--- src/rtl/pb_debounce_pkg.sv ---
// Shared definitions for the pushbutton debounce/select block.
// Holds the per-channel state encoding and the default debounce length,
// which is 10 ms at the 50 MHz board clock.
package pb_debounce_pkg;

  localparam int DEBOUNCE_CYCLES_DEFAULT = 500000;

  typedef enum logic [1:0] {
    RELEASED     = 2'd0,  // stable, not pressed
    PRESS_WAIT   = 2'd1,  // synchronised level low, qualifying the press
    PRESSED      = 2'd2,  // stable, pressed
    RELEASE_WAIT = 2'd3   // synchronised level high, qualifying the release
  } pb_state_e;

endpackage

--- src/rtl/pb_debounce_channel.sv ---
// One pushbutton channel: two-flop synchroniser, debounce counter, state
// machine and the registered toggle-select bit.
//   clk         system clock, rising edge
//   rst_n       asynchronous active-low reset
//   pb          raw pushbutton, active-low, asynchronous to clk
//   sel         toggle state, flips on every accepted press
//   press_pulse one-cycle strobe on an accepted press
//   pb_level    debounced level, 1 = pressed
module pb_debounce_channel
  import pb_debounce_pkg::*;
#(
  parameter int DEBOUNCE_CYCLES = DEBOUNCE_CYCLES_DEFAULT
) (
  input  logic clk,
  input  logic rst_n,
  input  logic pb,
  output logic sel,
  output logic press_pulse,
  output logic pb_level
);

  localparam int CW = (DEBOUNCE_CYCLES > 1) ? $clog2(DEBOUNCE_CYCLES) : 1;
  localparam logic [CW-1:0] CNT_MAX = CW'(DEBOUNCE_CYCLES - 1);

  logic [1:0]    sync_reg;
  logic          pb_s;
  pb_state_e     state_reg, state_next;
  logic [CW-1:0] cnt_reg, cnt_next;
  logic          sel_reg, sel_next;
  logic          pulse_reg, pulse_next;

  // Synchroniser resets to 1 so a reset looks like a released button.
  always_ff @(posedge clk or negedge rst_n) begin
    if (!rst_n) sync_reg <= 2'b11;
    else        sync_reg <= {sync_reg[0], pb};
  end

  assign pb_s = sync_reg[1];

  // The counter is cleared on every state entry, so it never needs to wrap.
  always_comb begin
    state_next = state_reg;
    cnt_next   = cnt_reg;
    sel_next   = sel_reg;
    pulse_next = 1'b0;
    case (state_reg)
      RELEASED: begin
        if (!pb_s) begin
          state_next = PRESS_WAIT;
          cnt_next   = '0;
        end
      end
      PRESS_WAIT: begin
        if (pb_s) begin
          state_next = RELEASED;
          cnt_next   = '0;
        end else if (cnt_reg == CNT_MAX) begin
          // sel and the pulse update together so the mux sees the new
          // selection on the pulse cycle.
          state_next = PRESSED;
          cnt_next   = '0;
          sel_next   = ~sel_reg;
          pulse_next = 1'b1;
        end else begin
          cnt_next = cnt_reg + CW'(1);
        end
      end
      PRESSED: begin
        if (pb_s) begin
          state_next = RELEASE_WAIT;
          cnt_next   = '0;
        end
      end
      RELEASE_WAIT: begin
        if (!pb_s) begin
          state_next = PRESSED;
          cnt_next   = '0;
        end else if (cnt_reg == CNT_MAX) begin
          state_next = RELEASED;
          cnt_next   = '0;
        end else begin
          cnt_next = cnt_reg + CW'(1);
        end
      end
      default: begin
        state_next = RELEASED;
        cnt_next   = '0;
      end
    endcase
  end

  always_ff @(posedge clk or negedge rst_n) begin
    if (!rst_n) begin
      state_reg <= RELEASED;
      cnt_reg   <= '0;
      sel_reg   <= 1'b0;
      pulse_reg <= 1'b0;
    end else begin
      state_reg <= state_next;
      cnt_reg   <= cnt_next;
      sel_reg   <= sel_next;
      pulse_reg <= pulse_next;
    end
  end

  assign sel         = sel_reg;
  assign press_pulse = pulse_reg;
  assign pb_level    = (state_reg == PRESSED) || (state_reg == RELEASE_WAIT);

endmodule

--- src/rtl/pb_debounce_select.sv ---
// Pushbutton receiver for the operation-select path: NUM_PB independent
// debounced channels, each producing a toggle select bit, a one-cycle press
// strobe and a debounced level. All outputs come from registers.
//   clk         system clock, rising edge
//   rst_n       asynchronous active-low reset
//   PB          raw pushbuttons, active-low
//   sel         per-button toggle state to the multiplexer select
//   press_pulse per-button one-cycle accepted-press strobe
//   pb_level    per-button debounced level, 1 = pressed
module pb_debounce_select
  import pb_debounce_pkg::*;
#(
  parameter int DEBOUNCE_CYCLES = DEBOUNCE_CYCLES_DEFAULT,
  parameter int NUM_PB          = 2
) (
  input  logic              clk,
  input  logic              rst_n,
  input  logic [NUM_PB-1:0] PB,
  output logic [NUM_PB-1:0] sel,
  output logic [NUM_PB-1:0] press_pulse,
  output logic [NUM_PB-1:0] pb_level
);

  generate
    for (genvar gi = 0; gi < NUM_PB; gi++) begin : g_ch
      pb_debounce_channel #(
        .DEBOUNCE_CYCLES(DEBOUNCE_CYCLES)
      ) u_ch (
        .clk        (clk),
        .rst_n      (rst_n),
        .pb         (PB[gi]),
        .sel        (sel[gi]),
        .press_pulse(press_pulse[gi]),
        .pb_level   (pb_level[gi])
      );
    end
  endgenerate

endmodule

--- config.mk ---
export PLATFORM = sky130hd
export DESIGN_NAME = pb_debounce_select
export DESIGN_NICKNAME = d
export VERILOG_FILES = /design/src/rtl/pb_debounce_pkg.sv /design/src/rtl/pb_debounce_channel.sv /design/src/rtl/pb_debounce_select.sv
export SDC_FILE = /design/constraint.sdc
export NUM_CORES = 1
export LEC_CHECK = 0
export ABC_AREA = 1
export CAP_MARGIN = 15
export CORE_MARGIN = 3
export CORE_UTILIZATION = 60
export CTS_CLUSTER_SIZE = 24
export DETAILED_ROUTE_END_ITERATION = 8
export MAX_ROUTING_LAYER = met4
export PLACE_DENSITY = 0.89
export RECOVER_POWER = 50
export SKIP_LAST_GASP = 1
export SYNTH_ARGS = -nofsm -noshare
export SYNTH_HDL_FRONTEND = slang
export SYNTH_SLANG_ARGS = --single-unit
--- constraint.sdc ---
create_clock -name clk -period 2.05 [get_ports clk]
set_clock_uncertainty 0.15 [all_clocks]
set_input_delay 0.41 -clock clk [delete_from_list [all_inputs] [get_ports clk]]
set_output_delay 0.41 -clock clk [all_outputs]
set_load 0.03 [all_outputs]
; ---- Word level (Yosys, flattened, before mapping)
; Cells that the tools add are included.
[classes]
n_addsub = 2
n_mul = 0
n_div = 0
order_cmp = 0
eq_ne = 16
shifts = 0
mux = 32
bitwise = 4
n_reduce_logical = 10
[ops]
columns = cell, n
row1 = 2-to-1 mux 19 bit, 10
row2 = case mux 19 bit (4 select lines), 2
row3 = "adder 19 x 1 -> 19 bit, second input constant", 2
row4 = "equality test 19 bit, second input constant", 2
row5 = 2-to-1 mux 2 bit, 12
row6 = case mux 2 bit (4 select lines), 2
row7 = "equality test 2 bit, second input constant", 4
row8 = AND reduction 4 bit, 2
row9 = 2-to-1 mux 1 bit, 6
row10 = "inequality test 3 x 1 -> 1 bit, second input constant", 2
row11 = "inequality test 3 bit, second input constant", 2
row12 = AND reduction 3 bit, 2
row13 = "equality test 2 x 1 -> 1 bit, second input constant", 2
row14 = logical NOT 2 bit, 2
row15 = "inequality test 2 x 1 -> 1 bit, second input constant", 2
row16 = "inequality test 2 bit, second input constant", 2
row17 = NOT 1 bit, 4
row18 = AND reduction 2 bit, 2
row19 = logical OR 1 bit, 2
[word_totals]
regBits = 50
latchBits = 0
mem_bits_rw = 0
mem_bits_ro = 0
in_bits = 4
elab_cells = 74
memories = 0

; ---- Longest topological paths before layout
[logic_depth]
depth_word = 4
ltp_mapped = 9

; ---- Hierarchy
; Synthesis repeated with hierarchy kept, for this count alone.
[unflattened]
cells_unflattened = 386
area_unflattened_um2 = 2915.3
[by_module_without_submodules]
columns = mod, n_inst, cells_each, area_per_inst_um2, seq_area_each_um2
row1 = pb_debounce_channel, 2, 193, 1457.6, 628.1

; ---- Worst setup path before layout
; OpenSTA, ideal clock, no wires.
[synth_timing]
path_type = register to register
from = register g_ch[0].u_ch.cnt_reg[0]
to = register g_ch[0].u_ch.cnt_reg[10]
setup_time_ns = 0.118
t_arrival_ns = 1.303
required_time_ns = 1.782
path_slack_ns = 0.479
path_stages_with_launch = 9
synth_period_minus_slack_ns = 1.571
path_cell_list = dfrtp_1 > ha_1 > nand2_2 > nor2_4 > nand3_4 > nor2_4 > nor2_4 > nor2_4 > nor2_1
[synth_between]
elab_chain_cells = 4
[synth_rtl]
columns = element, line_no
row1 = start: declaration, pb_debounce_channel.sv:28  ; logic [CW-1:0] cnt_reg, cnt_next;
row2 = start signal: assignment, pb_debounce_channel.sv:100  ; cnt_reg <= cnt_next;
row3 = adder 19 x 1 -> 19 bit / equality test 19 bit (equally long branches), -
row4 = 2-to-1 mux 19 bit *, "pb_debounce_channel.sv:57, pb_debounce_channel.sv:78"
row5 = "2-to-1 mux 19 bit, on equally long branches", "pb_debounce_channel.sv:75, pb_debounce_channel.sv:54"
row6 = case mux 19 bit (4 select lines) *, pb_debounce_channel.sv:46  ; case (state_reg)
; Every way passes the cells marked *; elsewhere a longest branch is shown, timed or not.
; A chain may end at the register's enable or synchronous reset.

==> qor.txt <==
Final HPWL DP: 4590 microns
Peak Freq: 0.511 GHz
crit start category: flip-flop
antenna fix cells: 0
FF-to-FF Start: g_ch[1].u_ch.cnt_reg[0]
ys flop type: dfrtp_1
Reg2Reg Depth: 6
GP Congestion: 0.928
global-route wire length before repair: 11400 microns
final instance area: 3270 sq um
# port buffers: 9
Via density: 5.44
drt total wl: 6300 microns
Worst path depth: 1
Setup Slack @ Placement: 0.198 ns
fin crit period: 1.96 ns
slew margin rel.: 0.270
R2R setup slack: 0.16 ns
number of synthesized register bits: 50
largest cells by area after synthesis: dfrtp_1 38%, nand2_1 14%, inv_1 6.4%, nand3_1 5.7%, nor2_1 4.9%
Top delay family on crit path: buffers and inverters
Final Total Pwr: 2200 uW
post-CTS setup buffers: 0
initial antenna violation count: 0
root buf cell: clkbuf_8
setup violators final: 0
residual DRC count: 0
Synth-to-Final Area Change: 8.78%
CTS sink cnt: 50
HP Class: flip-flop to flip-flop
Ports: 10
Max Cap Viol: 0
Cell Area, Placed: 3140 sq um
worst vdd ir: 0.496 mV
vias in the first global route: 2584
max reg flops: 38
crit path capture: pb_level[1]
P_sw: 678 uW
post-route ant nets: 0
DIE HEIGHT: 76.8 microns
syn nets: 408
count leader, synth: nand2_1
site row count: 25
worst path cell trace: clkdlybuf4s50_1
CP arrival: 1.40 ns
final worst path period share: 0.954
Synth warnings: 0
wire per inst: 13.1 microns
post-synthesis sequential area ratio: 0.418
clock slew at reported path FFs: 0.09 ns
Internal: 1520 uW
Yosys top cell area share: 0.383
Clock Tree Buf Depth: 2
Clk pwr share: 0.323
Synth async-reset ratio: 1.00
CTS tree: yes
TritonRoute pass-1 iters: 5
fin. max-slew vios: 0
largest net degree at the start of global routing: 33
iteration-0 DRC count of the detailed router: 249
EDFF count, synth: 0
Die W: 76.8 microns
Comb power frac: 0.182
starting density of the core: 0.628
Pwr per Cell Area: 672 nW/um^2
GRT Total Usage: 0.245
post-synthesis cell area: 3010 sq um
die area: 5890 sq um
fraction of power spent switching nets: 0.309
cells after synthesis: 402
worst skew pair latency: 0.31 ns
Leak: 0.00146 uW
CP Class: flip-flop to output pin
Nets: 418
Critical Path RT: 1.49 ns
TNS Setup: 0 ns
crit-path max cell delay: 0.69 ns
status: finished clean
RSZ-0062 raised after global routing: no
crit-path max FO: 4
total CTS buffers: 5
worst r2r dst: g_ch[1].u_ch.cnt_reg[10]
Synth cell types: 31
Syn Area/Cell: 7.48 sq um
crit path buf inv count: 1
DR vias: 2613
sequential share of power: 0.496
worst slew pin tran: 1.09 ns
grt ovf: 0
final hold vios: 0
Core Area: 4790 sq um
H-tree depth: 2
Slowest-stage cell, CP: clkdlybuf4s50_1
Final WS setup: 0.0946 ns
area leader, netlist: dfrtp_1
Crit. End Element: output pin
Synth top cells by count: 115 x nand2_1, 51 x inv_1, 46 x dfrtp_1
share of cells above drive strength 1: 0.107
hold slack: 0.212 ns
## logic make-up (layout without fill, tap and decap cells)
group | after synthesis | in the layout | synth area share
and+or+nand+nor | 234 | 234 | 0.366
AOI/OAI and AO/OA | 34 | 34 | 0.0683
xor gates and xnor gates | 16 | 16 | 0.0466
buffers and inverters | 66 | 77 | 0.0928
DFF | 50 | 50 | 0.418
adders and majority gates | 2 | 2 | 0.00833
## area by class of cell
type / count / area (sq um)
tap: 67 / 83.8
fill: 383 / 1520
clock inverter: 3 / 45.0
multi-input combinational: 286 / 1470
sequential: 50 / 1260
clock buffer: 5 / 68.8
inverter: 55 / 206
timing repair buffer: 14 / 139
## cell usage in the layout (no fill, tap or decap), drive strengths merged, types with 2 or more instances in the layout
cell type	n
a21oi	3
buf	4
clkbuf	6
clkdlybuf4s50	5
clkinvlp	2
dfrtp	46
dfstp	4
dlygate4sd3	3
ha	2
inv	55
nand2	119
nand3	36
nand4	17
nor2	53
nor3	7
o21ai	18
o21bai	5
o22ai	7
xnor2	3
xor2	13
## worst min path at each step
stage,startpoint,to,slack [ns],depth (start not counted)
after floorplan,rst_n,asynchronous set/reset pin,-0.04,0
after global placement,g_ch[0].u_ch.sync_reg[0],g_ch[0].u_ch.sync_reg[1],0.20,0
after CTS,g_ch[1].u_ch.sync_reg[0],g_ch[1].u_ch.sync_reg[1],0.21,0
after detailed placement,g_ch[1].u_ch.sync_reg[0],g_ch[1].u_ch.sync_reg[1],0.20,0
after global routing,g_ch[1].u_ch.sync_reg[0],g_ch[1].u_ch.sync_reg[1],0.22,0
final,g_ch[1].u_ch.sync_reg[0],g_ch[1].u_ch.sync_reg[1],0.21,0
## repair_timing
item	CTS	global route
hold buffers	1	0
resized for setup	0	1
endpoints found under the setup margin	0	1
hold endpoints to repair	16	0
## power by group through the flow
stage | sequential (uW) | clock [uW] | combinational (uW)
final | 1090 | 710 | 399
after global placement | 1100 | 0 | 393
after CTS | 1090 | 724 | 402
after global routing | 1100 | 772 | 448
after floorplan | 1100 | 0 | 290
after detailed placement | 1110 | 0 | 399
## metrics by stage
stage	std cells	util
after detailed placement	471	0.657
final	480	0.683
after floorplan	402	-
after CTS	480	0.683
after global placement	471	0.657
after global routing	480	0.683
## metal layers
metal,wire length [microns],GRT usage,vias to the layer above
met4,89,0.111,0
met2,3140,0.400,73
li1,-,-,1300
met1,2840,0.303,1230
met5,0,-,-
met3,238,0.0352,10
Note: power is estimated with default switching activity, not from simulation.
